`src/rtl/mpsoc_mem_arbiter_if.sv`:
```
// rtl/mpsoc_mem_arbiter_if.sv - memory-mapped master bus bundle for one arbiter port
interface mpsoc_mem_arbiter_if #(
  parameter int ADDR_W = 11,
  parameter int DATA_W = 32
);
  logic [ADDR_W-1:0]   address;
  logic [DATA_W/8-1:0] byteenable;
  logic                read;
  logic                write;
  logic [DATA_W-1:0]   writedata;
  logic                waitrequest;
  logic [DATA_W-1:0]   readdata;
  logic                readdatavalid;

  modport master (
    output address, byteenable, read, write, writedata,
    input  waitrequest, readdata, readdatavalid
  );

  modport slave (
    input  address, byteenable, read, write, writedata,
    output waitrequest, readdata, readdatavalid
  );
endinterface

```
`src/rtl/mpsoc_mem_arbiter.sv`:
```
// rtl/mpsoc_mem_arbiter.sv - two-master round-robin arbiter onto one single-port RAM
// Optional grant locking is compiled in with MEM_ARB_LOCK_EN.
module mpsoc_mem_arbiter #(
  parameter int ADDR_W = 11,
  parameter int DATA_W = 32
) (
  input  logic                clk,
  input  logic                reset_n,
`ifdef MEM_ARB_LOCK_EN
  input  logic                m0_lock,
  input  logic                m1_lock,
`endif
  mpsoc_mem_arbiter_if.slave  m0,
  mpsoc_mem_arbiter_if.slave  m1,
  output logic [ADDR_W-1:0]   mem_address,
  output logic [DATA_W/8-1:0] mem_byteenable,
  output logic                mem_chipselect,
  output logic                mem_write,
  output logic [DATA_W-1:0]   mem_writedata,
  output logic                mem_clken,
  input  logic [DATA_W-1:0]   mem_readdata
);

  logic req0;
  logic req1;
  logic gnt_valid;
  logic gnt_sel;
  logic gnt_write;
  logic hold_valid;
  logic hold_sel;

  logic last_grant_q, last_grant_d;
  logic rd_pending_q, rd_pending_d;
  logic rd_owner_q,   rd_owner_d;

  assign req0 = m0.read | m0.write;
  assign req1 = m1.read | m1.write;

`ifdef MEM_ARB_LOCK_EN
  typedef enum logic [1:0] {
    LK_OPEN  = 2'd0,
    LK_HOLD0 = 2'd1,
    LK_HOLD1 = 2'd2
  } lock_state_e;

  lock_state_e lock_q, lock_d;
  logic        gnt_lock;

  assign gnt_lock = gnt_sel ? m1_lock : m0_lock;

  always_ff @(posedge clk or negedge reset_n) begin
    if (!reset_n) begin
      lock_q <= LK_OPEN;
    end else begin
      lock_q <= lock_d;
    end
  end

  // Ownership only changes on a granted transfer; an idle owner keeps it.
  always_comb begin
    lock_d = lock_q;
    if (gnt_valid) begin
      if (gnt_lock) begin
        lock_d = gnt_sel ? LK_HOLD1 : LK_HOLD0;
      end else begin
        lock_d = LK_OPEN;
      end
    end
  end

  assign hold_valid = (lock_q != LK_OPEN);
  assign hold_sel   = (lock_q == LK_HOLD1);
`else
  assign hold_valid = 1'b0;
  assign hold_sel   = 1'b0;
`endif

  // Contention goes to the master that was not served last.
  always_comb begin
    gnt_valid = 1'b0;
    gnt_sel   = 1'b0;
    if (hold_valid) begin
      gnt_sel   = hold_sel;
      gnt_valid = hold_sel ? req1 : req0;
    end else if (req0 && req1) begin
      gnt_valid = 1'b1;
      gnt_sel   = ~last_grant_q;
    end else if (req1) begin
      gnt_valid = 1'b1;
      gnt_sel   = 1'b1;
    end else if (req0) begin
      gnt_valid = 1'b1;
      gnt_sel   = 1'b0;
    end
    if (!reset_n) begin
      gnt_valid = 1'b0;
    end
  end

  assign gnt_write = gnt_sel ? m1.write : m0.write;

  assign mem_chipselect = gnt_valid;
  assign mem_write      = gnt_valid & gnt_write;
  assign mem_address    = gnt_sel ? m1.address    : m0.address;
  assign mem_byteenable = gnt_sel ? m1.byteenable : m0.byteenable;
  assign mem_writedata  = gnt_sel ? m1.writedata  : m0.writedata;
  assign mem_clken      = reset_n;

  assign m0.waitrequest = ~reset_n | (req0 & ~(gnt_valid & ~gnt_sel));
  assign m1.waitrequest = ~reset_n | (req1 & ~(gnt_valid &  gnt_sel));

  always_comb begin
    last_grant_d = last_grant_q;
    rd_owner_d   = rd_owner_q;
    rd_pending_d = gnt_valid & ~gnt_write;
    if (gnt_valid) begin
      last_grant_d = gnt_sel;
      rd_owner_d   = gnt_sel;
    end
  end

  always_ff @(posedge clk or negedge reset_n) begin
    if (!reset_n) begin
      last_grant_q <= 1'b1;
      rd_pending_q <= 1'b0;
      rd_owner_q   <= 1'b0;
    end else begin
      last_grant_q <= last_grant_d;
      rd_pending_q <= rd_pending_d;
      rd_owner_q   <= rd_owner_d;
    end
  end

  assign m0.readdatavalid = rd_pending_q & ~rd_owner_q;
  assign m1.readdatavalid = rd_pending_q &  rd_owner_q;
  assign m0.readdata      = m0.readdatavalid ? mem_readdata : '0;
  assign m1.readdata      = m1.readdatavalid ? mem_readdata : '0;

endmodule

```
`src/flat_wrapper.sv`:
```
// flat-port wrapper written by rule: the top's interface ports become plain ports
module mpsoc_mem_arbiter_flat 
#(
  parameter int ADDR_W = 11,
  parameter int DATA_W = 32
)
  (clk, reset_n, mem_address, mem_byteenable, mem_chipselect, mem_write, mem_writedata, mem_clken, mem_readdata, m0_address, m0_byteenable, m0_read, m0_write, m0_writedata, m0_waitrequest, m0_readdata, m0_readdatavalid, m1_address, m1_byteenable, m1_read, m1_write, m1_writedata, m1_waitrequest, m1_readdata, m1_readdatavalid);
  mpsoc_mem_arbiter_if #(.ADDR_W(ADDR_W), .DATA_W(DATA_W)) m0_i ();
  mpsoc_mem_arbiter_if #(.ADDR_W(ADDR_W), .DATA_W(DATA_W)) m1_i ();
  input  logic clk;
  input  logic reset_n;
  output logic [ADDR_W-1:0] mem_address;
  output logic [DATA_W/8-1:0] mem_byteenable;
  output logic mem_chipselect;
  output logic mem_write;
  output logic [DATA_W-1:0] mem_writedata;
  output logic mem_clken;
  input  logic [DATA_W-1:0] mem_readdata;
  input wire logic [$bits(m0_i.address)-1:0] m0_address;
  input wire logic [$bits(m0_i.byteenable)-1:0] m0_byteenable;
  input wire logic [$bits(m0_i.read)-1:0] m0_read;
  input wire logic [$bits(m0_i.write)-1:0] m0_write;
  input wire logic [$bits(m0_i.writedata)-1:0] m0_writedata;
  output wire logic [$bits(m0_i.waitrequest)-1:0] m0_waitrequest;
  output wire logic [$bits(m0_i.readdata)-1:0] m0_readdata;
  output wire logic [$bits(m0_i.readdatavalid)-1:0] m0_readdatavalid;
  input wire logic [$bits(m1_i.address)-1:0] m1_address;
  input wire logic [$bits(m1_i.byteenable)-1:0] m1_byteenable;
  input wire logic [$bits(m1_i.read)-1:0] m1_read;
  input wire logic [$bits(m1_i.write)-1:0] m1_write;
  input wire logic [$bits(m1_i.writedata)-1:0] m1_writedata;
  output wire logic [$bits(m1_i.waitrequest)-1:0] m1_waitrequest;
  output wire logic [$bits(m1_i.readdata)-1:0] m1_readdata;
  output wire logic [$bits(m1_i.readdatavalid)-1:0] m1_readdatavalid;
  assign m0_i.address = m0_address;
  assign m0_i.byteenable = m0_byteenable;
  assign m0_i.read = m0_read;
  assign m0_i.write = m0_write;
  assign m0_i.writedata = m0_writedata;
  assign m0_waitrequest = m0_i.waitrequest;
  assign m0_readdata = m0_i.readdata;
  assign m0_readdatavalid = m0_i.readdatavalid;
  assign m1_i.address = m1_address;
  assign m1_i.byteenable = m1_byteenable;
  assign m1_i.read = m1_read;
  assign m1_i.write = m1_write;
  assign m1_i.writedata = m1_writedata;
  assign m1_waitrequest = m1_i.waitrequest;
  assign m1_readdata = m1_i.readdata;
  assign m1_readdatavalid = m1_i.readdatavalid;
  mpsoc_mem_arbiter #(.ADDR_W(ADDR_W), .DATA_W(DATA_W)) u_core (.clk(clk), .reset_n(reset_n), .m0(m0_i), .m1(m1_i), .mem_address(mem_address), .mem_byteenable(mem_byteenable), .mem_chipselect(mem_chipselect), .mem_write(mem_write), .mem_writedata(mem_writedata), .mem_clken(mem_clken), .mem_readdata(mem_readdata));
endmodule
```
`config.mk`:
```
export PLATFORM = sky130hd
export DESIGN_NAME = mpsoc_mem_arbiter_flat
export DESIGN_NICKNAME = d
export VERILOG_FILES = /design/src/rtl/mpsoc_mem_arbiter_if.sv /design/src/rtl/mpsoc_mem_arbiter.sv /design/src/flat_wrapper.sv
export SDC_FILE = /design/constraint.sdc
export NUM_CORES = 1
export LEC_CHECK = 0
export BUFFER_PORTS_ARGS = -buffer_cell sky130_fd_sc_hd__buf_4
export CORE_AREA = 2 2 97 99
export CTS_CLUSTER_DIAMETER = 60
export DETAILED_ROUTE_END_ITERATION = 10
export DIE_AREA = 0 0 99 101
export PLACE_DENSITY = 0.52
export RECOVER_POWER = 100
export REMOVE_ABC_BUFFERS = 1
export SYNTH_ARGS = -nofsm -noshare
export SYNTH_HDL_FRONTEND = slang
export SYNTH_SLANG_ARGS = --single-unit
export TNS_END_PERCENT = 100
```
`constraint.sdc`:
```
create_clock -name clk -period 3.35 [get_ports clk]
set_clock_uncertainty 0.15 [all_clocks]
set_input_delay 0 -clock clk [delete_from_list [all_inputs] [get_ports clk]]
set_output_delay 0 -clock clk [all_outputs]
set_load 0.05 [all_outputs]
```
### Yosys cells after proc, flatten, opt, wreduce, memory -nomap -nowiden

Index checks and enable logic that the tools add are counted.
Widths: inputs -> output; s select.

| cells by class | value |
|---|---|
| reductions and logical operators | 1 |
| muxes and demuxes | 12 |
| bitwise gates (word level) | 19 |

Operators with widths:

| cell | number |
|---|---|
| $mux 32 | 3 |
| $mux 11 | 1 |
| $and 1x1->1 | 8 |
| $mux 1 | 7 |
| $not 1->1 | 7 |
| $mux 4 | 1 |
| $or 1x1->1 | 4 |
| $logic_and 1x1->1 | 1 |

| storage, ports and cells | value |
|---|---|
| logic and storage cells | 35 |
| register bits | 3 |
| bits of input ports | 132 |
| output and inout port bits | 118 |

### Depth between registers and ports, before layout

| logic depth | value |
|---|---|
| depth after elaboration | 9 |
| gate-level depth with buffers | 4 |
| depth with buffers taken out | 3 |

### Least setup slack after synthesis

OpenSTA, ideal clock, no wires.

| timing | value |
|---|---|
| kind | reg-to-output |
| start point | register u_core.last_grant_q |
| end point | output port m0_waitrequest |
| setup slack | 1.403 ns |
| data required time | 3.200 ns |
| stages on the path, launching flop included | 5 |
| arrival time | 1.797 ns |
| cells stage by stage | dfstp_2 -> o21ai_2 -> o21ai_2 -> buf_6 -> o21ai_0 |

| between the ends | value |
|---|---|
| word-level cells in the longest chain between the ends | 7 |

Ends and longest elaborated chain:

| item | line | source |
|---|---|---|
| start, declared | mpsoc_mem_arbiter.sv:32 | `logic last_grant_q, last_grant_d;` |
| start signal, assigned | mpsoc_mem_arbiter.sv:128 | `last_grant_q <= last_grant_d;` |
| $not 1->1 | mpsoc_mem_arbiter.sv:87 | `gnt_sel = ~last_grant_q;` |
| $mux 1 | mpsoc_mem_arbiter.sv:85 | `end else if (req0 && req1) begin` |
| $not 1->1 | mpsoc_mem_arbiter.sv:109 | `assign m0.waitrequest = ~reset_n \| (req0 & ~(gnt_valid & ~gnt_sel));` |
| $and 1x1->1 | mpsoc_mem_arbiter.sv:109 |  |
| $not 1->1 | mpsoc_mem_arbiter.sv:109 |  |
| $and 1x1->1 | mpsoc_mem_arbiter.sv:109 |  |
| $or 1x1->1 | mpsoc_mem_arbiter.sv:109 |  |
| end, declared | flat_wrapper.sv:24 | `output wire logic [$bits(m0_i.waitrequest)-1:0] m0_waitrequest;` |

Every way passes these cells.

### Final worst setup path

| timing | value |
|---|---|
| start point | register u_core.last_grant_q |
| end point | output port mem_writedata[29] |

| between the ends | value |
|---|---|
| word-level cells in the longest chain between the ends | 3 |

Ends and longest elaborated chain:

| item | line | source |
|---|---|---|
| $not 1->1 | mpsoc_mem_arbiter.sv:87 |  |
| $mux 1 | mpsoc_mem_arbiter.sv:85 |  |
| $mux 32 | mpsoc_mem_arbiter.sv:106 | `assign mem_writedata = gnt_sel ? m1.writedata : m0.writedata;` |
| end, declared | flat_wrapper.sv:16 | `output logic [DATA_W-1:0] mem_writedata;` |

Every way passes these cells.

==> qor.csv <==
metric,value,unit
crit_top_cell,buf_4,
post_dp_cell_area,3180,um2
yosysSeqAreaShare,6.16,%
synth_mux_area_share,42.7,%
die_x,99,um
place_inst,500,
post-dp-hpwl,6700,um
rsz0062_at_grt,no,
grt_pass1_wl,10700,um
final_cell_mix,"buf_4 (155), clkbuf_1 (98), mux2_2 (45), and2_1 (33), and3_1 (32)",
io_pins,250,
cts-root-buf,clkbuf_8,
worstMarginPinSlew,1.51,ns
final_nets,529,
syn_inst,152,
hold_viol,0,
holdCritPathClass,input pin to flop,
finish.utilization,32.1,%
area_delta_synth_final,132,%
synth_top_area_share,42.7,%
cts_made_buffers,3,
die_h,101,um
multiInputGateArea,1060,um2
drtIter0Drc,27,
clk_pin_slew_worst_paths,0.03,ns
fin_cells,507,
dr.pass1.iters,4,
avgSynthCellArea,8.16,um2
status,"complete, but fails checks",
place.gp.congestion,0.824,
via_per_inst,4.10,
wl_per_cell,15.3,um
syn_area,1240,um2
yosys_register_bits,3,
start_util,13.8,%
grt_pass1_vias,2044,
synth_cell_types,22,
clk_latency,0.21,ns
antenna_found_initial,0,
r2r.worst_path.cells,3,
num_vias,2079,
cpPeakStageDelay,0.58,ns
finalInstanceArea,2880,um2
failed_checks,"max-capacitance violations, max-slew violations",
tns,0,ns
worst-path-stages,5,
cp-start-kind,flop,
cp_top_family,compound AO/OA/AOI/OAI gates,
synth_fa_ha_area_share,0,%
cts_tree,yes,
cp.arrival,2.49,ns
post-route-period-util,78.8,%
p_leak,0.00145,uW
fmaxAchievable,379,MHz
yosysTopAreaCell,mux2_2,
dieArea,10000,um2
powerDensity,329,nW/um2
fillers,1056,
end_kind,output port,
max-vdd-ir-drop,0.185,mV
synth-simple-area-share,36.9,%
final-seq-area,76.3,um2
final_common_cell,buf_4,
synth-xor-area-share,0,%
synth_warnings,0,
relSlewSlack,-0.442,%
portBuffers,249,
worst-path-buf-inv,2,
drive_gt1_share,52.0,%
holdPathStages,4,
cap_violations,1,
design.core.area,8980,um2
fin_crit,2.64,ns
cts_buffer_depth,2,
grt.total_usage,13.6,%
crit_type,flop to output port,
critPathMaxFanout,33,
worst-endpoint-required,3.20,ns
cp_cell_sequence,o21ai_0 > o21ai_2 > buf_4 > mux2_2 > buf_4,
synth-async-reset-ratio,100,%
grt_max_degree,36,
gr-total-overflow,0,
fin_hold_ws,0.0535,ns
antennaDiodeCount,0,
ant_nets,0,
synth_top_family_by_area,multiplexers,
drt-total-wl,7740,um
drv_slew,34,
synthTopCellsByArea,"mux2_2 (43%), and2_1 (17%), and3_1 (16%)",
synth_compound_area_share,5.95,%
slowest_stage,o21ai_2,
synth_top_flop_cell,dfrtp_1,
setup_viol_count_final,0,
htreeDepth,1,
post_cts_buffers,0,
drcViolationCount,0,
rows,35,
synth_edf_count,0,
cts_sinks,3,
## stage by stage
stage | total power, uW | worst slack [ns]
2_1_floorplan | 587 | 0.577
3_3_place_gp | 914 | 1.28
3_5_place_dp | 916 | 1.21
4_1_cts | 1030 | 0.982
5_1_grt | 996 | 0.513
6_report | 948 | 0.710
## final timing paths
kind                                          start             endpoint  slack, ns
worst max register to register  u_core.last_grant_q    u_core.rd_owner_q       1.52
min in group asynchronous                   reset_n  u_core.rd_pending_q       0.08
worst min register to register  u_core.last_grant_q  u_core.last_grant_q       0.36
max in group asynchronous                   reset_n  u_core.last_grant_q       2.65
worst max-delay path            u_core.last_grant_q    mem_writedata[29]       0.71
worst min-delay path                        m1_read  u_core.last_grant_q       0.05
## final cells by class
type | instances | area share [%]
Clock buffer | 4 | 1.56
Inverter | 1 | 0.130
Multi-Input combinational cell | 133 | 36.7
Sequential cell | 3 | 2.65
Tap cell | 111 | 4.82
Timing Repair Buffer | 255 | 54.1
## cell usage after synthesis (all sizes together) (2+ instances only)
cell type	count
and3	32
a21boi	2
nand2	3
mux2	47
nor2	3
dfrtp	2
and2	33
buf	7
clkbuf	8
o21ai	6
## worst reg2reg max path, cell delays in order, from the launching register on
cell and delay (ns):
dfstp_2 0.54, o21ai_0 0.13, o21ai_2 0.58, o21ai_0 0.23
## state kept, by name, indices dropped and copies added (netlist names)
signal / count
u_core.rd_owner_q: 1
u_core.last_grant_q: 1
u_core.rd_pending_q: 1
## layer usage
| layer | part of all wire, % | global-route usage, % |
|---|---|---|
| met1 | 31 | 12.6 |
| met5 | 0 | 0 |
| met3 | 12 | 4.51 |
| met4 | 1.6 | 4.21 |
| met2 | 55 | 27.5 |
## logic make-up (layout without fill, tap and decap cells)
logic type             after synthesis  after routing
buffers and inverters               16            260
AND/OR/NAND/NOR                     75             75
AO/OA/AOI/OAI                       11             11
flip-flops                           3              3
multiplexers                        47             47
## where the power goes
group / switching, uW / internal (uW) / total, uW
registers: 8.44 / 42.5 / 50.9
logic: 528 / 265 / 793
clock network: 23.0 / 81.1 / 104
## timing repair
action                                  in CTS  in global routing
resized for setup                            0                  0
hold endpoints to repair                     4                  0
hold buffers                                 3                  0
endpoints found under the setup margin       0                  0
Note: power is estimated with default switching activity, not from simulation.
